===== config.mk =====
export PLATFORM = sky130hd
export DESIGN_NAME = uart_imem_responder
export DESIGN_NICKNAME = d
export VERILOG_FILES = /design/src/rtl/uart_imem_responder_pkg.sv /design/src/rtl/uart_imem_responder_imem_sp.sv /design/src/rtl/uart_imem_responder.sv
export SDC_FILE = /design/constraint.sdc
export NUM_CORES = 2
export LEC_CHECK = 0
export CORE_AREA = 2 2 634 636
export DETAILED_ROUTE_END_ITERATION = 6
export DIE_AREA = 0 0 636 638
export PLACE_DENSITY = 0.54
export SYNTH_ARGS = -nofsm -noshare
export SYNTH_HDL_FRONTEND = slang
export SYNTH_SLANG_ARGS = --single-unit
export TNS_END_PERCENT = 100

===== constraint.sdc =====
create_clock -name clk -period 5.3 [get_ports clk]
set_clock_uncertainty 0.2 [all_clocks]
set_input_delay 1.06 -clock clk [delete_from_list [all_inputs] [get_ports clk]]
set_output_delay 1.06 -clock clk [all_outputs]
set_load 0.005 [all_outputs]

===== src/rtl/uart_imem_responder_pkg.sv =====
`default_nettype none
// ============================================================================
//  Module      : uart_imem_responder_pkg
//  Description : Request flags and FSM state encoding for the UART imem responder.
//  Revision    : 1.0 - initial release
// ============================================================================
package uart_imem_responder_pkg;

    // Request flags shared with the fetch initiator on the CPU side of the link.
    localparam logic [7:0] c_FLAG_FETCH = 8'h03;
    localparam logic [7:0] c_FLAG_LOAD  = 8'h04;

    typedef logic [3:0] state_t;

    localparam state_t c_IDLE     = 4'd0;
    localparam state_t c_GET_ADDR = 4'd1;
    localparam state_t c_READ     = 4'd2;
    localparam state_t c_SEND_HI  = 4'd3;
    localparam state_t c_SEND_LO  = 4'd4;
    localparam state_t c_LD_ADDR  = 4'd5;
    localparam state_t c_LD_HI    = 4'd6;
    localparam state_t c_LD_LO    = 4'd7;
    localparam state_t c_WRITE    = 4'd8;

endpackage
`default_nettype wire


===== src/rtl/uart_imem_responder_imem_sp.sv =====
`default_nettype none
// ============================================================================
//  Module      : imem_sp
//  Description : Single-port synchronous RAM with registered read data.
//  Revision    : 1.0 - initial release
// ============================================================================
module imem_sp #(
    parameter int ADDR_W = 8,
    parameter int DATA_W = 16
) (
    input  logic              clk,
    input  logic              i_we,
    input  logic [ADDR_W-1:0] i_addr,
    input  logic [DATA_W-1:0] i_wdata,
    output logic [DATA_W-1:0] o_rdata
);

    logic [DATA_W-1:0] r_mem [2**ADDR_W];

    // Read-first: a read coinciding with a write returns the old word.
    always_ff @(posedge clk) begin
        if (i_we) begin
            r_mem[i_addr] <= i_wdata;
        end
        o_rdata <= r_mem[i_addr];
    end

endmodule
`default_nettype wire


===== src/rtl/uart_imem_responder.sv =====
`default_nettype none
// ============================================================================
//  Module      : uart_imem_responder
//  Description : UART-side responder serving instruction fetches and program loads.
//  Revision    : 1.0 - initial release
// ============================================================================
module uart_imem_responder
    import uart_imem_responder_pkg::*;
#(
    parameter int         ADDR_W     = 8,
    parameter int         TIMEOUT    = 100000,
    parameter logic [7:0] FLAG_FETCH = c_FLAG_FETCH,
    parameter logic [7:0] FLAG_LOAD  = c_FLAG_LOAD
) (
    input  logic        clk,
    input  logic        reset,
    input  logic        rx_do,
    input  logic [7:0]  rx_data,
    input  logic        tx_done,
    output logic        tx_start,
    output logic [7:0]  tx_data,
    output logic        busy,
    output logic        proto_err,
    output logic [15:0] fetch_cnt
);

    localparam int                c_TMO_W    = $clog2(TIMEOUT + 1);
    localparam logic [c_TMO_W-1:0] c_TMO_LAST = c_TMO_W'(TIMEOUT - 1);

    state_t              r_state;
    logic [ADDR_W-1:0]   r_addr;
    logic [7:0]          r_hi;
    logic [7:0]          r_lo;
    logic [15:0]         r_reply;
    logic [c_TMO_W-1:0]  r_tmo;

    logic                w_mem_we;
    logic [ADDR_W-1:0]   w_mem_addr;
    logic [15:0]         w_mem_rdata;

    // The address byte goes straight to the RAM so READ sees valid data one cycle later.
    always_comb begin
        w_mem_we   = (r_state == c_WRITE) && !reset;
        w_mem_addr = (r_state == c_GET_ADDR) ? rx_data[ADDR_W-1:0] : r_addr;
    end

    imem_sp #(
        .ADDR_W (ADDR_W),
        .DATA_W (16)
    ) u_imem (
        .clk     (clk),
        .i_we    (w_mem_we),
        .i_addr  (w_mem_addr),
        .i_wdata ({r_hi, r_lo}),
        .o_rdata (w_mem_rdata)
    );

    always_ff @(posedge clk) begin
        if (reset) begin
            r_state   <= c_IDLE;
            r_addr    <= '0;
            r_hi      <= '0;
            r_lo      <= '0;
            r_reply   <= '0;
            r_tmo     <= '0;
            tx_start  <= 1'b1;
            tx_data   <= '0;
            busy      <= 1'b0;
            proto_err <= 1'b0;
            fetch_cnt <= '0;
        end else begin
            proto_err <= 1'b0;
            case (r_state)
                c_IDLE: begin
                    r_tmo <= '0;
                    if (rx_do) begin
                        if (rx_data == FLAG_FETCH) begin
                            r_state <= c_GET_ADDR;
                            busy    <= 1'b1;
                        end else if (rx_data == FLAG_LOAD) begin
                            r_state <= c_LD_ADDR;
                            busy    <= 1'b1;
                        end else begin
                            proto_err <= 1'b1;
                        end
                    end
                end
                c_GET_ADDR, c_LD_ADDR, c_LD_HI, c_LD_LO: begin
                    if (rx_do) begin
                        r_tmo <= '0;
                        case (r_state)
                            c_GET_ADDR: begin
                                r_addr  <= rx_data[ADDR_W-1:0];
                                r_state <= c_READ;
                            end
                            c_LD_ADDR: begin
                                r_addr  <= rx_data[ADDR_W-1:0];
                                r_state <= c_LD_HI;
                            end
                            c_LD_HI: begin
                                r_hi    <= rx_data;
                                r_state <= c_LD_LO;
                            end
                            default: begin
                                r_lo    <= rx_data;
                                r_state <= c_WRITE;
                            end
                        endcase
                    end else if (r_tmo == c_TMO_LAST) begin
                        r_tmo     <= '0;
                        proto_err <= 1'b1;
                        busy      <= 1'b0;
                        r_state   <= c_IDLE;
                    end else begin
                        r_tmo <= r_tmo + 1'b1;
                    end
                end
                c_READ: begin
                    r_reply  <= w_mem_rdata;
                    tx_data  <= w_mem_rdata[15:8];
                    tx_start <= 1'b0;
                    r_state  <= c_SEND_HI;
                end
                c_SEND_HI: begin
                    tx_data <= r_reply[15:8];
                    if (tx_done) begin
                        tx_data <= r_reply[7:0];
                        r_state <= c_SEND_LO;
                    end
                end
                c_SEND_LO: begin
                    if (tx_done) begin
                        tx_start  <= 1'b1;
                        busy      <= 1'b0;
                        fetch_cnt <= fetch_cnt + 16'd1;
                        r_state   <= c_IDLE;
                    end
                end
                c_WRITE: begin
                    busy    <= 1'b0;
                    r_state <= c_IDLE;
                end
                default: begin
                    tx_start <= 1'b1;
                    busy     <= 1'b0;
                    r_state  <= c_IDLE;
                end
            endcase
        end
    end

endmodule
`default_nettype wire


==> impl_summary.md <==
Status
The flow ran to the end, but the final reports show violations. The checks that failed: slew limit.

Timing
Setup repair after global routing left no endpoint under its margin. The final-report hold violation count is 0. The count of final max-slew check failures is 66. Setup violations remaining at the end of the flow were counted as 0. The final critical-path setup slack is 143 ps. The highest attainable clock frequency is 0.194 GHz. For the pin with the worst max-slew slack, the measured transition is 1680 ps.

Measured against its own limit, the worst slew margin works out to -11.9%. After layout, the minimum clock period comes to 5160 ps. In the finished design, the share of the clock period the worst path needs comes to a little under 100%.

Setup path
The cell with the biggest individual delay on the critical path is sky130_fd_sc_hd__or4b_2. The data required time of the critical path is 5970 ps. The critical path in this run is classified as flop to flop.

Data arrives at the worst endpoint at ~5800 ps. The source of the critical timing path is r_state[3]$_SDFFE_PP0P_. The beginning of the worst register-to-register path is r_state[3]$_SDFFE_PP0P_. The largest single stage delay on the critical path is 1030 ps. The worst setup path is launched from a flop.

The critical path goes through or4b_2, mux2i_4, buf_12, buf_12, buf_12, buf_12, buf_4, buf_4, nand2_1, a31oi_1, nand4_1, nand3_1, nor4_2, buf_4, nand4_1. Counting cells, the worst reg-to-reg path comes to 15. The maximum net fanout on the critical path is 41. In this run the critical register-to-register path is captured at u_imem.o_rdata[6]$_DFF_P_. Counting stages on the worst path, the most repeated cell is sky130_fd_sc_hd__buf_12.

The type of destination of the critical path is a flop. The last element of the critical path is u_imem.o_rdata[6]$_DFF_P_. Setup slack on the worst reg-to-reg path comes out at about 140 ps.

Logic synthesis
Among all flip-flop cells after synthesis, the most frequent one is sky130_fd_sc_hd__edfxtp_1. The number of synthesized flops with an enable pin is 4,096. The synthesized netlist devotes 0.134% of its cell area to XOR and XNOR gates. The synthesized netlist devotes 0.0154% of its cell area to adder and majority cells. In this run, synthesis produced a sequential element count of approximately 4,200. In the synthesized netlist the async set-or-reset flop fraction comes to 0%. The number of different library cells used by synthesis comes to 60. Summed over its instances, the top area cell type makes up about three quarters of the synthesized netlist area.

The synthesized netlist devotes 14.3% of its cell area to simple gates. Summing every instance area after synthesis gives about 160,000 µm². The commonest cells after synthesis are sky130_fd_sc_hd__edfxtp_1 (4,096), sky130_fd_sc_hd__nand2_1 (3,391), sky130_fd_sc_hd__nand3_1 (1,186), sky130_fd_sc_hd__nand4_1 (388), sky130_fd_sc_hd__buf_2 (378). The mean instance size in the synthesized netlist is 13.9 µm². After synthesis, the largest family of logic cells by area is simple AND/OR/NAND/NOR gates. The synthesized netlist devotes 3.93% of its cell area to compound gates.

The share of cell area taken by muxes after synthesis is 2.73%. Synthesis produced a netlist with a net count of around 12,000. In the post-synthesis netlist, the cell with the most instances is sky130_fd_sc_hd__edfxtp_1.

The cell count after synthesis is 11,700. The part of the Yosys area used for sequential elements is around 77%. The biggest area contributor in the post-synthesis netlist is sky130_fd_sc_hd__edfxtp_1.

The Yosys warning count is 0. Yosys attributes the largest share of cell area to sky130_fd_sc_hd__edfxtp_1 (75%), sky130_fd_sc_hd__nand2_1 (7.8%), sky130_fd_sc_hd__nand3_1 (3.6%).

Clock tree
The clock insertion delay at the later pin of the skew report is 1000 ps. The tree built by TritonCTS fans out to about 4,200 sinks. The maximum count of clock buffers along a single path is 4. The number of H-tree levels is 5. Counting the buffers created by CTS gives 434.

After clock tree synthesis, the clock-pin slew on the worst setup and hold paths is ~60 ps. The TritonCTS clock tree is built. In this run the clock root is driven by a sky130_fd_sc_hd__clkbuf_16.

GRT
The maximum number of pins on one net before global-route repair is 170. The met3 demand-to-capacity share in global routing is under 10%. The number of antenna violations at the first check in global routing was 25. The number of global-route vias before repair came to 97,900. The remaining global-route overflow is 0. Global routing used 38.1% of the available met2 tracks. Global routing used 33.8% of the available met1 tracks. Global routing used between 20% and 30% of the available tracks. In this run the most used layer during global routing was met2. The first global-routing pass estimated roughly 720 mm of wire.

Finish
The number of cells in the finished layout apart from fillers is between 15,000 and 20,000. The number of nets in the final layout is 12,200. Of the cells placed in the final design, the portion with a size suffix greater than 1 is 13.5%. The multi-input combinational cell area is 34,800 µm². The area growth from synthesis to layout is 16.0%. Counting the fill cells in the layout gives 34,300.

Registers take around 130,000 µm².

Floorplanning
The floorplan die height is 638 µm. The effective utilization at floorplan is 40.9%. The number of primary I/O pins is 39. The area of the die is about 400,000 µm². The row count is about 230. The width of the die is roughly 640 µm. The region available for standard cell placement spans 399,000 µm².

Route
The remaining routing DRC violations is 0. The total wirelength of the detailed-routed design is 504 mm. Dividing the detail-routed wire length by the instance count gives 28.2 µm. The total iterations of the first detailed-routing run is 6.

The initial DRC count is 13,400. The number of nets with antenna violations after detailed routing is 0. The total vias in the final route is 103,000.

After detailed routing, the number of vias per cell comes to 5.74.

Power
Net switching is 30.1% of the power. The power spent charging and discharging nets is ~25 mW. The cell internal power dissipation is just under 60 mW. The worst-case IR drop observed on VDD is roughly 0.00028 V. Sequential cells burn 43.2% of the power. The static leakage power is 60.8 nW.

Per report_power, the clock group accounts for a little over a third of the total. Combinational logic is responsible for 21.1% of the overall power. The power density relative to cell area is between 400 and 500 nW/µm².

Min path
The classification of the worst-slack hold path is flop to flop.

Placement
The detailed-placement wirelength estimate is 303 mm. Timing analysis after detailed placement gives a worst setup slack of -696 ps. Counting tap cells, the placed design contains a total of 17,100 instances. Port buffering added 38 buffers.

The placer's final routability congestion estimate is just under 0.9.

Flow run
The max-cap violation count is 0.
-- worst max-delay path: cells and delay by family, from the launching register on --
kind | cells | cell delay [ps]
mux | 1 | 340
compound gates | 1 | 90
simple gates | 6 | 2660
flops | 1 | 310
buf+inv | 7 | 1370
-- routing by layer --
metal  part of all wire, %  vias to the layer above
li1                      -                    44700
met1                    41                    52500
met2                    46                     4733
met3                   8.7                      731
met4                   3.9                        6
met5                0.0065                        -
-- state kept, by name, indices dropped and copies added, names as in the netlist, 4 cells and up --
signal / count
u_imem.r_mem: 4096
tx_data: 8
r_lo: 8
r_state: 4
u_imem.o_rdata: 16
fetch_cnt: 16
r_hi: 8
r_addr: 8
r_reply: 16
r_tmo: 17
-- cells in the final DEF (no fill, tap or decap), types with 37 or more instances in the layout --
| cell type | Yosys | routed |
|---|---|---|
| sky130_fd_sc_hd__clkdlybuf4s50_1 | 0 | 37 |
| sky130_fd_sc_hd__buf_12 | 0 | 162 |
| sky130_fd_sc_hd__buf_4 | 12 | 662 |
| sky130_fd_sc_hd__o21ai_0 | 38 | 38 |
| sky130_fd_sc_hd__clkinv_1 | 0 | 97 |
| sky130_fd_sc_hd__dfxtp_1 | 104 | 88 |
| sky130_fd_sc_hd__nand4_1 | 388 | 388 |
| sky130_fd_sc_hd__a221oi_1 | 72 | 72 |
| sky130_fd_sc_hd__a31oi_1 | 361 | 360 |
| sky130_fd_sc_hd__clkbuf_1 | 309 | 83 |
| sky130_fd_sc_hd__clkbuf_16 | 0 | 441 |
| sky130_fd_sc_hd__mux2i_1 | 120 | 115 |
| sky130_fd_sc_hd__clkinv_2 | 0 | 94 |
| sky130_fd_sc_hd__a21oi_1 | 240 | 240 |
| sky130_fd_sc_hd__nor2_1 | 364 | 338 |
| sky130_fd_sc_hd__nor3_1 | 54 | 53 |
| sky130_fd_sc_hd__nand2_1 | 3391 | 3371 |
| sky130_fd_sc_hd__nand3_1 | 1186 | 1186 |
| sky130_fd_sc_hd__edfxtp_1 | 4096 | 4096 |
| sky130_fd_sc_hd__o2111ai_1 | 49 | 49 |
| sky130_fd_sc_hd__a32oi_1 | 77 | 77 |
| sky130_fd_sc_hd__mux4_2 | 134 | 134 |
-- cells by family after synthesis --
logic type      Yosys count
xor+xnor                 25
flops                  4200
buf+inv                 771
fa+ha+maj                 2
compound gates          962
mux                     273
simple gates           5469
-- worst min path at each step --
stage,end,depth (start not counted),slack [ps],startpoint
final,r_reply[8]$_SDFFE_PP0N_,2,230,u_imem.o_rdata[8]$_DFF_P_
after floorplan,r_reply[0]$_SDFFE_PP0N_,2,220,u_imem.o_rdata[0]$_DFF_P_
after CTS,r_reply[7]$_SDFFE_PP0N_,2,240,u_imem.o_rdata[7]$_DFF_P_
after global routing,r_reply[3]$_SDFFE_PP0N_,2,260,u_imem.o_rdata[3]$_DFF_P_
after global placement,r_reply[4]$_SDFFE_PP0N_,2,220,u_imem.o_rdata[4]$_DFF_P_
after detailed placement,r_reply[7]$_SDFFE_PP0N_,2,230,u_imem.o_rdata[7]$_DFF_P_
-- layout make-up --
type,instances,share of cell area [%]
well taps,5265,3.49
clock buffers,534,6.06
repair buffers,863,4.55
flip-flops and latches,4200,66.2
diodes,7,0.00927
inverters,5,0.00993
multi-input cells,6731,18.4
clock inverters,269,1.28
-- power groups by stage --
stage                     logic [mW]  clock network (mW)  registers [mW]
final                           17.8                30.0            36.3
after global routing            19.1                31.7            36.3
after CTS                       17.7                30.4            36.3
after detailed placement        17.6                   0            37.0
after global placement          17.5                   0            37.0
after floorplan                 10.3                   0            37.0
-- stage by stage --
step                      utilization [%]  power, mW  hold slack, ps  TNS [ps]  cell area (µm²)
after detailed placement             43.9       54.6             228     -2590           175000
after CTS                            47.4       84.4             237         0           189000
after floorplan                         -       47.3             217         0           163000
final                                47.4       84.1             231         0           189000
after global routing                 47.4       87.0             262         0           189000
after global placement               43.9       54.5             224     -3140           175000
-- what timing repair did --
item | CTS | global route
hold buffers | 0 | 0
resized for setup | 2 | 0
endpoints found under the setup margin | 2 | 2
setup buffers | 0 | 3
gates cloned | 0 | 0
Note: power is estimated with default switching activity, not from simulation.
